<file path="config.mk">
export PLATFORM = sky130hd
export DESIGN_NAME = uart_rx_frame_ctrl
export DESIGN_NICKNAME = d
export VERILOG_FILES = /design/src/rtl/uart_rx_frame_ctrl.sv
export SDC_FILE = /design/constraint.sdc
export NUM_CORES = 1
export LEC_CHECK = 0
export ABC_AREA = 1
export BUFFER_PORTS_ARGS = -buffer_cell sky130_fd_sc_hd__buf_2
export CAP_MARGIN = 20
export CORE_UTILIZATION = 49
export DETAILED_ROUTE_END_ITERATION = 8
export PLACE_DENSITY_LB_ADDON = 0.25
export SLEW_MARGIN = 0
export SYNTH_ARGS = -nofsm -noshare
export SYNTH_HDL_FRONTEND = slang
export SYNTH_SLANG_ARGS = --single-unit
</file>
<file path="constraint.sdc">
create_clock -name clk -period 3.9 [get_ports clk]
set_input_delay 0 -clock clk [delete_from_list [all_inputs] [get_ports clk]]
set_output_delay 0 -clock clk [all_outputs]
set_load 0.03 [all_outputs]
</file>
<file path="src/rtl/uart_rx_frame_ctrl.sv">
// uart_rx_frame_ctrl: turns the UART byte stream (SYNC, ADDR, LEN, payload[, CHK]) into buffered
// register writes that are issued only once the whole frame has validated. Define FRAME_CHK_EN for the CHK byte.
module uart_rx_frame_ctrl #(
    parameter logic [7:0] SYNC_BYTE = 8'hA5,
    parameter int         MAX_LEN   = 16,
    parameter int         TIMEOUT   = 50000
) (
    input  logic       clk,
    input  logic       rst_n,
    input  logic [7:0] rx_data,
    input  logic       rx_en,
    output logic       wr_valid,
    input  logic       wr_ready,
    output logic [7:0] wr_addr,
    output logic [7:0] wr_data,
    output logic       frame_ok,
    output logic       frame_err,
    output logic [1:0] err_code,
    output logic       rx_drop,
    output logic       busy
);
    localparam int          IDX_W     = (MAX_LEN > 1) ? $clog2(MAX_LEN) : 1;
    localparam logic [7:0]  MAX_LEN_B = 8'(MAX_LEN);
    localparam logic [15:0] TO_LAST   = 16'(TIMEOUT - 1);

    typedef enum logic [2:0] {
        S_IDLE,
        S_ADDR,
        S_LEN,
        S_DATA,
`ifdef FRAME_CHK_EN
        S_CHK,
`endif
        S_DRAIN
    } state_e;

    typedef enum logic [1:0] {
        ERR_NONE    = 2'b00,
        ERR_TIMEOUT = 2'b01,
        ERR_BADLEN  = 2'b10,
        ERR_BADCHK  = 2'b11
    } err_e;

    state_e      state_q, state_d;
    err_e        err_code_q, err_code_d;
    logic [7:0]  base_q, base_d;
    logic [7:0]  len_q, len_d;
    logic [7:0]  idx_q, idx_d;
    logic [7:0]  sum_q, sum_d;
    logic [15:0] cnt_q, cnt_d;
    logic        frame_ok_q, frame_ok_d;
    logic        frame_err_q, frame_err_d;
    logic        rx_drop_q, rx_drop_d;
    logic        buf_we;
    logic        waiting;
    logic        timeout_hit;
    logic [7:0]  buf_q [MAX_LEN];

    // Counter advances only while a frame is mid-reception; the timeout fires on the idle
    // cycle that would take it to TIMEOUT, so a byte arriving on that same cycle still wins.
    assign waiting     = (state_q != S_IDLE) && (state_q != S_DRAIN);
    assign timeout_hit = waiting && !rx_en && (cnt_q == TO_LAST);

    // NOTE: every signal assigned in this block gets a default first, so no path can infer a latch.
    always_comb begin
        state_d     = state_q;
        err_code_d  = err_code_q;
        base_d      = base_q;
        len_d       = len_q;
        idx_d       = idx_q;
        sum_d       = sum_q;
        cnt_d       = (rx_en || !waiting) ? 16'd0 : cnt_q + 16'd1;
        frame_ok_d  = 1'b0;
        frame_err_d = 1'b0;
        rx_drop_d   = 1'b0;
        buf_we      = 1'b0;

        case (state_q)
            S_IDLE: if (rx_en && rx_data == SYNC_BYTE) state_d = S_ADDR;
            S_ADDR: if (rx_en) begin
                base_d  = rx_data;
                sum_d   = rx_data;
                state_d = S_LEN;
            end
            S_LEN: if (rx_en) begin
                if (rx_data == 8'd0 || rx_data > MAX_LEN_B) begin
                    frame_err_d = 1'b1;
                    err_code_d  = ERR_BADLEN;
                    state_d     = S_IDLE;
                end else begin
                    len_d   = rx_data;
                    sum_d   = sum_q + rx_data;
                    idx_d   = 8'd0;
                    state_d = S_DATA;
                end
            end
            S_DATA: if (rx_en) begin
                buf_we = 1'b1;
                sum_d  = sum_q + rx_data;
                idx_d  = idx_q + 8'd1;
                if (idx_q == len_q - 8'd1) begin
`ifdef FRAME_CHK_EN
                    state_d = S_CHK;
`else
                    idx_d   = 8'd0;
                    state_d = S_DRAIN;
`endif
                end
            end
`ifdef FRAME_CHK_EN
            S_CHK: if (rx_en) begin
                if (rx_data == sum_q) begin
                    idx_d   = 8'd0;
                    state_d = S_DRAIN;
                end else begin
                    frame_err_d = 1'b1;
                    err_code_d  = ERR_BADCHK;
                    state_d     = S_IDLE;
                end
            end
`endif
            S_DRAIN: begin
                // Bytes arriving while the buffer drains are discarded, never parsed as SYNC.
                rx_drop_d = rx_en;
                if (wr_ready) begin
                    idx_d = idx_q + 8'd1;
                    if (idx_q == len_q - 8'd1) begin
                        frame_ok_d = 1'b1;
                        state_d    = S_IDLE;
                    end
                end
            end
            default: state_d = S_IDLE;
        endcase

        if (timeout_hit) begin
            frame_err_d = 1'b1;
            err_code_d  = ERR_TIMEOUT;
            state_d     = S_IDLE;
        end
    end

    // NOTE: sequential state uses non-blocking assignments so every register samples pre-edge values.
    always_ff @(posedge clk) begin
        if (!rst_n) begin
            state_q     <= S_IDLE;
            err_code_q  <= ERR_NONE;
            base_q      <= 8'd0;
            len_q       <= 8'd0;
            idx_q       <= 8'd0;
            sum_q       <= 8'd0;
            cnt_q       <= 16'd0;
            frame_ok_q  <= 1'b0;
            frame_err_q <= 1'b0;
            rx_drop_q   <= 1'b0;
        end else begin
            state_q     <= state_d;
            err_code_q  <= err_code_d;
            base_q      <= base_d;
            len_q       <= len_d;
            idx_q       <= idx_d;
            sum_q       <= sum_d;
            cnt_q       <= cnt_d;
            frame_ok_q  <= frame_ok_d;
            frame_err_q <= frame_err_d;
            rx_drop_q   <= rx_drop_d;
        end
    end

    // NOTE: the payload buffer has no reset; it is only read in S_DRAIN after being fully written.
    always_ff @(posedge clk) begin
        if (buf_we) buf_q[idx_q[IDX_W-1:0]] <= rx_data;
    end

    assign wr_valid  = (state_q == S_DRAIN);
    assign wr_addr   = wr_valid ? base_q + idx_q : 8'd0;
    assign wr_data   = wr_valid ? buf_q[idx_q[IDX_W-1:0]] : 8'd0;
    assign frame_ok  = frame_ok_q;
    assign frame_err = frame_err_q;
    assign err_code  = err_code_q;
    assign rx_drop   = rx_drop_q;
    assign busy      = (state_q != S_IDLE);

endmodule

</file>
==> results of run 1 <==
[cell families (layout without fill, tap and decap cells)]
logic type | Yosys count | count (layout) | synth area share [%]
xor gates and xnor gates | 13 | 13 | 1.45
DFF | 180 | 180 | 62.2
adders and majority gates | 14 | 14 | 2.32
and+or+nand+nor | 302 | 302 | 16.6
buffers and inverters | 92 | 141 | 4.43
AOI/OAI and AO/OA | 173 | 173 | 13.0
[state kept, by name, indices dropped and copies added, names as in the netlist, named ones only]
name       cells
frame_ok       1
err_code       2
state_q        3
cnt_q         16
base_q         8
frame_err      1
idx_q          8
rx_drop        1
buf_q        128
len_q          8
[placed cells by master, fill, tap and decap left out, types with 3 or more instances in the layout]
cell           Yosys  routed
nor2_1           124     124
dfxtp_1           52      51
nor4_1             3       3
nor3_2             3       3
clkbuf_1          25       4
o21ai_1            3       3
nor2_2             3       3
nor3_1            15      15
o221ai_1          24      24
a21oi_1           43      43
xnor2_1            4       4
nand3_1           39      39
nand4_1            4       4
inv_1             54      54
buf_4              0       3
clkbuf_16          0      19
o21ai_0           80      80
buf_2              1      36
dlygate4sd3_1      0       4
nand2_2            6       6
inv_2              9       9
xor2_1             9       9
o211ai_1          10      10
o22ai_1            8       8
ha_1              13      13
edfxtp_1         128     128
clkinv_2           0       3
nand2_1           96      96
[metal layers]
| metal | vias to the layer above | part of all wire, % | global-route usage, % | routed length [µm] |
|---|---|---|---|---|
| li1 | 2780 | - | - | - |
| met1 | 2794 | 43 | 31.9 | 8190 |
| met2 | 255 | 46 | 38.6 | 8740 |
| met3 | 43 | 7.4 | 5.03 | 1390 |
| met4 | 0 | 2.9 | 11.8 | 551 |
| met5 | - | 0 | 0 | 0 |
[where the power goes]
group / switching, mW / internal [mW] / total [mW] / leakage (nW)
Combinational: 0.855 / 0.323 / 1.18 / 1.32
Clock: 0.688 / 1.03 / 1.72 / 0.292
Sequential: 0.0551 / 2.10 / 2.15 / 1.57
Total: 1.60 / 3.45 / 5.05 / 3.18
[how the worst max path moves through the flow]
stage,from,end,cells after the start
after floorplan,idx_q[0],wr_addr[6],11
after global placement,state_q[1],buf_q[7][0],6
after detailed placement,state_q[1],buf_q[11][7],6
after CTS,register,wr_data[7],7
after global routing,register,wr_data[7],7
final,register,wr_data[5],7
[worst max-delay path, delay by kind of cell, from the launching register on]
family / cells / cell delay, ns
AO/OA/AOI/OAI: 3 / 0.75
buffers and inverters: 3 / 1.20
flip-flops: 1 / 0.31
AND/OR/NAND/NOR: 1 / 0.13
[area by class of cell]
cell class	instances	area, µm²	area share (%)
Multi-Input combinational cell	502	2630	29.6
Tap cell	211	264	2.98
Timing Repair Buffer	45	258	2.90
Inverter	64	240	2.71
Sequential cell	180	4890	55.1
Clock inverter	8	95.1	1.07
Clock buffer	24	504	5.68
[metrics by stage]
step | power (mW) | hold WS, ns | instance area [µm²] | worst slack, ns
4_1_cts | 5.05 | 0.0177 | 8850 | 1.13
6_report | 5.05 | 0.0220 | 8870 | 1.07
5_1_grt | 5.27 | 0.0272 | 8870 | 0.910
2_1_floorplan | 3.02 | 0.0989 | 7860 | 1.86
3_5_place_dp | 3.35 | 0.321 | 8210 | 1.39
3_3_place_gp | 3.31 | 0.320 | 8210 | 1.53
[what timing repair did]
item | in CTS | in global routing
hold endpoints to repair | 17 | 0
hold buffers | 4 | 0
setup buffers | 0 | 0
[cell usage after synthesis, drive strengths merged]
master	count
nand3b	1
o21bai	1
o221ai	24
clkinv	1
o31a	1
dfxtp	52
a31oi	1
edfxtp	128
o22ai	8
xnor2	4
nor2	129
nand2	102
nor3b	2
nor4	3
nand4	4
o211ai	10
inv	63
fa	1
o21ai	83
or2	2
ha	13
buf	2
nand3	40
nor3	18
and3	1
xor2	9
a21oi	45
clkbuf	26
==> out/qor.csv, run 1 <==
stage;metric;value;unit
run_status;outcome;completed;
setup_path;cp.required;3.90;ns
global_route;groute.usage.overall;24.3;%
logic_synthesis;ys_warn_count;0;
routing;wl_per_cell;18.3;µm
sta;setup-violations-final;0;
job;drv_cap;0;
logic_synthesis;synth.distinct_cells;39;
routing;routed_wl;18.9;mm
min_path;holdPathStages;1;
routing;viasPerCell;5.68;
setup_path;cp.arrival;2.83;ns
power;peakVddDrop;0.324;mV
cells_and_area;fin_nets;836;
place;finalWeightedCongestion;0.846;
setup_path;r2r_cells;10;
cells_and_area;fin_cells;1034;
routing;dr.pass1.iters;5;
floorplanning;initial_core_util;50.9;%
logic_synthesis;synth_top_area_share;48.9;%
sta;slew_violations;0;
clock_tree;clock_latency;0.43;ns
floorplanning;boundaryPins;35;
min_path;hold_end;buf_q[5][1];
sta;hold_viol_final;0;
sta;period_share;72.6;%
floorplanning;coreArea;0.0154;mm²
clock_tree;numClockSinks;180;
clock_tree;cts_max_path_buffers;2;
routing;drtAntennaViolNets;0;
routing;drtIter0Drc;628;
logic_synthesis;seq_area_frac_synth;62.2;%
sta;worstMarginPinSlew;1.01;ns
cells_and_area;synthToLayoutAreaGrowth;12.9;%
setup_path;crit-reg2reg-capture;frame_ok;
place;io_buffer_count;34;
routing;drc;0;
global_route;grt_pass1_wl;30.0;mm
floorplanning;die_area;0.0165;mm²
global_route;grt_antenna_before_repair;0;
logic_synthesis;synth_area;0.00786;mm²
power;power_density;569;mW/mm²
setup_path;max_stage_delay;0.75;ns
cells_and_area;finish.utilization;57.5;%
floorplanning;die_h;129;µm
setup_path;regToRegSetupSlack;1.49;ns
place;hpwl;12.2;mm
cells_and_area;n_antenna_cell;0;
sta;rsz0062_at_grt;false;
clock_tree;cts_resized;0;
logic_synthesis;syn_nets;800;
global_route;grt.overflow.total;0;
setup_path;worstSetupPathType;register to output port;
setup_path;worstPathMaxFanout;33;
min_path;min_from;rx_data[1];
logic_synthesis;syn_avg_cell_area;10.2;µm²
clock_tree;cts_buffers;17;
logic_synthesis;synth.ff_latch_count;180;
setup_path;slowest_stage;inv_1;
clock_tree;cts.htree.levels;4;
sta;slew_headroom;32.9;%
sta;period_needed;2.83;ns
logic_synthesis;syn_inst;774;
cells_and_area;drive_gt1_share;12.0;%
floorplanning;die_x;129;µm
clock_tree;clk_pin_slew;0.06;ns
global_route;grt_max_degree;65;
routing;vias;5872;
sta;tns;0;ns
clock_tree;clock-root-buffer;clkbuf_16;
logic_synthesis;synth_area_leaders;edfxtp_1 (49%), dfxtp_1 (13%), nor2_1 (5.9%);
clock_tree;cts_tree;done;
setup_path;r2r_start;len_q[0];
setup_path;cp-end-kind;output port;
global_route;grt_pass1_vias;5660;
floorplanning;rows;45;
min_path;holdCritPathClass;primary input to register;
sta;fin_worst_skew;0.00758;ns
cells_and_area;fillers;1333;
sta;clock.fmax;353;MHz
logic_synthesis;synth_top_cell_by_area;edfxtp_1;
power;p_leak;3.18;nW
setup_path;cp-start-kind;register;
place;dpl.cell_count;994;
setup_path;worstPathCellList;buf_4 > inv_1 > o21ai_0 > o221ai_1 > nand3_1 > a21oi_1 > buf_2;
(Power assumes the default switching activity.)
==> run 2, diff against run 1 <==
clock period = 2.3 ns   (was 3.9 ns; I/O delays follow)
==> out/qor.csv, run 2 (synthesis gave the netlist of run 1 again) <==
stage;metric;value;unit;change
routing;drtAntennaViolNets;0;;unchanged
sta;period_share;101;%;
cells_and_area;fin_cells;1066;;+3.1%
global_route;grt_pass1_vias;5736;;+1.3%
sta;setup_ws;-0.0134;ns;-1.08 ns
clock_tree;numClockSinks;180;;unchanged
place;hpwl;12.5;mm;+2.1%
clock_tree;cts_max_path_buffers;2;;unchanged
power;power_density;942;mW/mm²;+65%
sta;hold_ws;0.0410;ns;+0.0190 ns
place;io_buffer_count;34;;unchanged
sta;slew_headroom;53.9;%;+21 points
cells_and_area;fin_nets;868;;+3.8%
cells_and_area;synthToLayoutAreaGrowth;16.9;%;
power;p_leak;3.33;nW;+4.7%
power;total_power;8.66;mW;+71%
place;placed_area;0.00845;mm²;+2.9%
floorplanning;boundaryPins;35;;unchanged
floorplanning;rows;45;;unchanged
global_route;groute.usage.overall;23.8;%;-0.45 points
cells_and_area;finish.utilization;59.6;%;+2.0 points
sta;setup-violations-final;1;;+1
clock_tree;cts.htree.levels;4;;unchanged
min_path;holdCritPathClass;primary input to register;;
sta;clock.fmax;432;MHz;
floorplanning;die_h;129;µm;unchanged
floorplanning;coreArea;0.0154;mm²;unchanged
place;pre_cts_slack;0.311;ns;-1.08 ns
global_route;grt_pass1_wl;29.4;mm;-2.0%
sta;slew_violations;0;;unchanged
cells_and_area;drive_gt1_share;16.6;%;+4.6 points
sta;rsz0062_at_grt;true;;
routing;dr.pass1.iters;4;;-1
global_route;grt_antenna_before_repair;0;;unchanged
routing;routed_wl;18.7;mm;-1.1%
clock_tree;clk_pin_slew;0.06;ns;about the same
cells_and_area;final_cell_area;0.00919;mm²;+3.6%
sta;fin_worst_skew;0.00756;ns;-0.0000232 ns
routing;drtIter0Drc;386;;-39%
global_route;grt.overflow.total;0;;unchanged
floorplanning;initial_core_util;50.9;%;unchanged
clock_tree;clock_latency;0.43;ns;about the same
job;drv_cap;0;;unchanged
setup_path;cp.arrival;2.31;ns;-0.52 ns
run_status;outcome;complete, but fails checks;;
sta;worstMarginPinSlew;0.687;ns;-0.320 ns
routing;vias;5970;;+1.7%
floorplanning;die_x;129;µm;unchanged
setup_path;cp-start-kind;register;;
run_status;violations;negative setup slack;;
clock_tree;clock-root-buffer;clkbuf_16;;
setup_path;worstPathMaxFanout;4;;-88%
cells_and_area;final_cell_mix;edfxtp_1 (128), nor2_1 (124), nand2_1 (95);;
setup_path;regToRegSetupSlack;0.14;ns;-1.35 ns
routing;wl_per_cell;17.5;µm;-4.1%
sta;tns;-0.0134;ns;-0.0134 ns
clock_tree;cts_tree;done;;
setup_path;cp-end-kind;output port;;
cells_and_area;final_common_cell;edfxtp_1;;
power;peakVddDrop;0.800;mV;+150%
floorplanning;die_area;0.0165;mm²;unchanged
routing;drc;0;;unchanged
sta;period_needed;2.31;ns;
cells_and_area;largest_reg_flops;128;;unchanged
cells_and_area;n_antenna_cell;0;;unchanged
routing;viasPerCell;5.60;;-1.4%
setup_path;cp.required;2.30;ns;-1.60 ns
clock_tree;cts_buffers;17;;unchanged
global_route;grt_max_degree;34;;-48%
setup_path;worstSetupPathType;register to output port;;
sta;hold_viol_final;0;;unchanged
place;finalWeightedCongestion;0.864;;+2.2%
place;dpl.cell_count;1024;;+3.0%
run 2: what timing repair did:
| item | CTS | global route |
|---|---|---|
| setup endpoints to repair | 5 | 7 |
| pin swaps | 1 | 6 |
| gates resized for setup | 9 | 18 |
| hold buffers | 8 | 0 |
| endpoints found under the hold margin | 20 | 0 |
| setup buffers | 1 | 2 |
run 2: worst paths after layout:
path | from | endpoint | cells after the start
worst max-delay path | idx_q[0] | wr_addr[6] | 12
worst min-delay path | rx_data[7] | buf_q[0][7] | 1
worst max register to register | len_q[1] | frame_ok | 10
worst min register to register | len_q[7] | len_q[7] | 2
run 2: layout make-up:
class | count | area (µm²)
Timing Repair Buffer | 77 | 542
Clock inverter | 12 | 138
Clock buffer | 20 | 437
Fill cell | 1309 | 6240
Multi-Input combinational cell | 502 | 2670
Sequential cell | 180 | 4900
Tap cell | 211 | 264
Inverter | 64 | 240
run 2: routing by layer:
| layer | vias up | track usage (%) | part of all wire, % |
|---|---|---|---|
| met3 | 34 | 4.07 | 6.6 |
| li1 | 2854 | - | - |
| met2 | 228 | 41.0 | 49 |
| met4 | 0 | 10.5 | 2.5 |
| met5 | - | 0 | 0 |
| met1 | 2854 | 29.6 | 42 |
run 2: where the power goes:
group	total (mW)	leakage (nW)	switching [mW]	internal, mW
registers	3.73	1.57	0.167	3.57
clock network	2.85	0.275	1.16	1.69
logic	2.07	1.48	1.40	0.667
run 2: worst max-delay path, stage by stage (launching register included):
cell and delay (ns):
dfxtp_4 0.36, ha_4 0.17, fa_2 0.39, nand2_2 0.07, inv_2 0.03, o21ai_1 0.11
nand2_1 0.08, nand2_1 0.07, nand2_1 0.07, a21oi_2 0.15, o21ai_1 0.08, a21oi_1 0.12
buf_4 0.17
==> run 3, diff against run 2 <==
CAP_MARGIN = not set   (was 20)
clock period = 2.6 ns   (was 2.3 ns; I/O delays follow)
==> out/qor.csv, run 3 (synthesis gave the netlist of run 1 again) <==
stage;metric;value;unit;change
setup_path;cp-end-kind;output port;;
run_status;outcome;completed;;
clock_tree;cts_tree;done;;
routing;drtIter0Drc;594;;+54%
routing;drtAntennaViolNets;0;;unchanged
routing;wl_per_cell;18.3;µm;+4.6%
clock_tree;clock_latency;0.43;ns;about the same
place;finalWeightedCongestion;0.924;;+6.9%
sta;fin_worst_skew;0.0119;ns;+0.00432 ns
sta;tns;0;ns;+0.0134 ns
global_route;grt_pass1_wl;30.6;mm;+4.1%
sta;slew_violations;0;;unchanged
place;io_buffer_count;34;;unchanged
sta;period_share;93.2;%;
cells_and_area;final_common_cell;edfxtp_1;;
floorplanning;boundaryPins;35;;unchanged
place;hpwl;13.3;mm;+6.3%
power;power_density;829;mW/mm²;-12%
routing;routed_wl;19.4;mm;+3.8%
cells_and_area;fin_cells;1058;;-0.75%
global_route;grt_max_degree;46;;+35%
cells_and_area;fillers;1327;;+1.4%
cells_and_area;synthToLayoutAreaGrowth;15.0;%;
cells_and_area;final_cell_mix;edfxtp_1 (128), nor2_1 (124), nand2_1 (96);;
floorplanning;die_x;129;µm;unchanged
cells_and_area;final_cell_area;0.00904;mm²;-1.6%
place;placed_area;0.00839;mm²;-0.62%
clock_tree;clk_pin_slew;0.07;ns;about the same
setup_path;worstPathCellList;ha_1 > fa_1 > nand2_1 > inv_1 > o21ai_0 > nand2_1 > nand2_1 > nand2_1 > a21oi_2 > o21ai_0 > a21oi_1 > buf_4;;
global_route;groute.usage.overall;25.1;%;+1.2 points
sta;setup-violations-final;0;;-1
clock_tree;cts.htree.levels;4;;unchanged
sta;period_needed;2.42;ns;
sta;clock.fmax;413;MHz;
sta;hold_viol_final;0;;unchanged
routing;viasPerCell;5.59;;-0.14%
setup_path;cpMostUsedCell;nand2_1;;
routing;dr.pass1.iters;8;;+4
floorplanning;coreArea;0.0154;mm²;unchanged
setup_path;worstPathMaxFanout;6;;+2
routing;vias;5917;;-0.89%
global_route;grt.overflow.total;0;;unchanged
floorplanning;rows;45;;unchanged
place;pre_cts_slack;0.460;ns;+0.149 ns
cells_and_area;fin_nets;860;;-0.92%
setup_path;max_stage_delay;0.39;ns;about the same
sta;setup_ws;0.177;ns;+0.190 ns
clock_tree;clock-root-buffer;clkbuf_16;;
sta;hold_ws;0.0648;ns;+0.0239 ns
sta;worstMarginPinSlew;0.700;ns;+0.0130 ns
floorplanning;die_area;0.0165;mm²;unchanged
cells_and_area;finish.utilization;58.6;%;-0.98 points
sta;slew_headroom;53.3;%;-0.68 points
floorplanning;die_h;129;µm;unchanged
clock_tree;numClockSinks;180;;unchanged
setup_path;cp.required;2.60;ns;+0.30 ns
cells_and_area;drive_gt1_share;14.4;%;-2.2 points
global_route;grt_antenna_before_repair;0;;unchanged
power;p_leak;3.28;nW;-1.6%
routing;drc;0;;unchanged
clock_tree;cts_buffers;17;;unchanged
setup_path;cp-start-kind;register;;
floorplanning;initial_core_util;50.9;%;unchanged
job;drv_cap;0;;unchanged
clock_tree;cts_max_path_buffers;2;;unchanged
setup_path;cp.arrival;2.42;ns;+0.11 ns
cells_and_area;n_antenna_cell;0;;unchanged
setup_path;slowest_stage;fa_1;;
power;total_power;7.49;mW;-13%
place;dpl.cell_count;1017;;-0.68%
setup_path;worstSetupPathType;register to output port;;
power;peakVddDrop;0.714;mV;-11%
min_path;holdCritPathClass;primary input to register;;
global_route;grt_pass1_vias;5755;;+0.33%
cells_and_area;largest_reg_flops;128;;unchanged
[run 3: worst paths after layout]
path / depth (start not counted) / to / from / slack [ns]
worst min register to register: 1 / cnt_q[0] / cnt_q[0] / 0.47
worst max register to register: 10 / frame_ok / len_q[0] / 0.33
worst min-delay path: 2 / buf_q[1][6] / rx_data[6] / 0.06
worst max-delay path: 12 / wr_addr[6] / idx_q[0] / 0.18
[run 3: timing repair]
action	CTS	global route
resized for setup	0	4
hold buffers	8	0
hold endpoints to repair	24	0
endpoints found under the setup margin	0	1
setup buffers	0	1
[run 3: area by class of cell]
class	instances	area (µm²)	area share [%]
clock inverter	11	108	1.19
sequential	180	4890	54.1
inverter	64	240	2.66
clock buffer	21	440	4.87
timing repair buffer	69	468	5.18
multi-input combinational	502	2630	29.1
tap	211	264	2.92
[run 3: layer usage]
layer  vias up  track usage (%)  wire length [µm]
met5         -                0                 0
met4         0             10.2               393
met3        34             4.70              1370
met2       256             41.0              9220
met1      2782             33.0              8390
li1       2845                -                 -
[run 3: critical path: cells and delay by family (launching register included)]
family,cells,cell delay (ns)
AOI/OAI and AO/OA,4,0.51
adders and majority gates,2,0.60
buffers and inverters,2,0.22
DFF,1,0.36
and+or+nand+nor,4,0.31
[run 3: power breakdown]
part / leakage [nW] / internal, mW / total, mW / switching (mW)
combinational: 1.45 / 0.564 / 1.84 / 1.28
sequential: 1.57 / 3.15 / 3.27 / 0.120
clock: 0.258 / 1.32 / 2.39 / 1.06
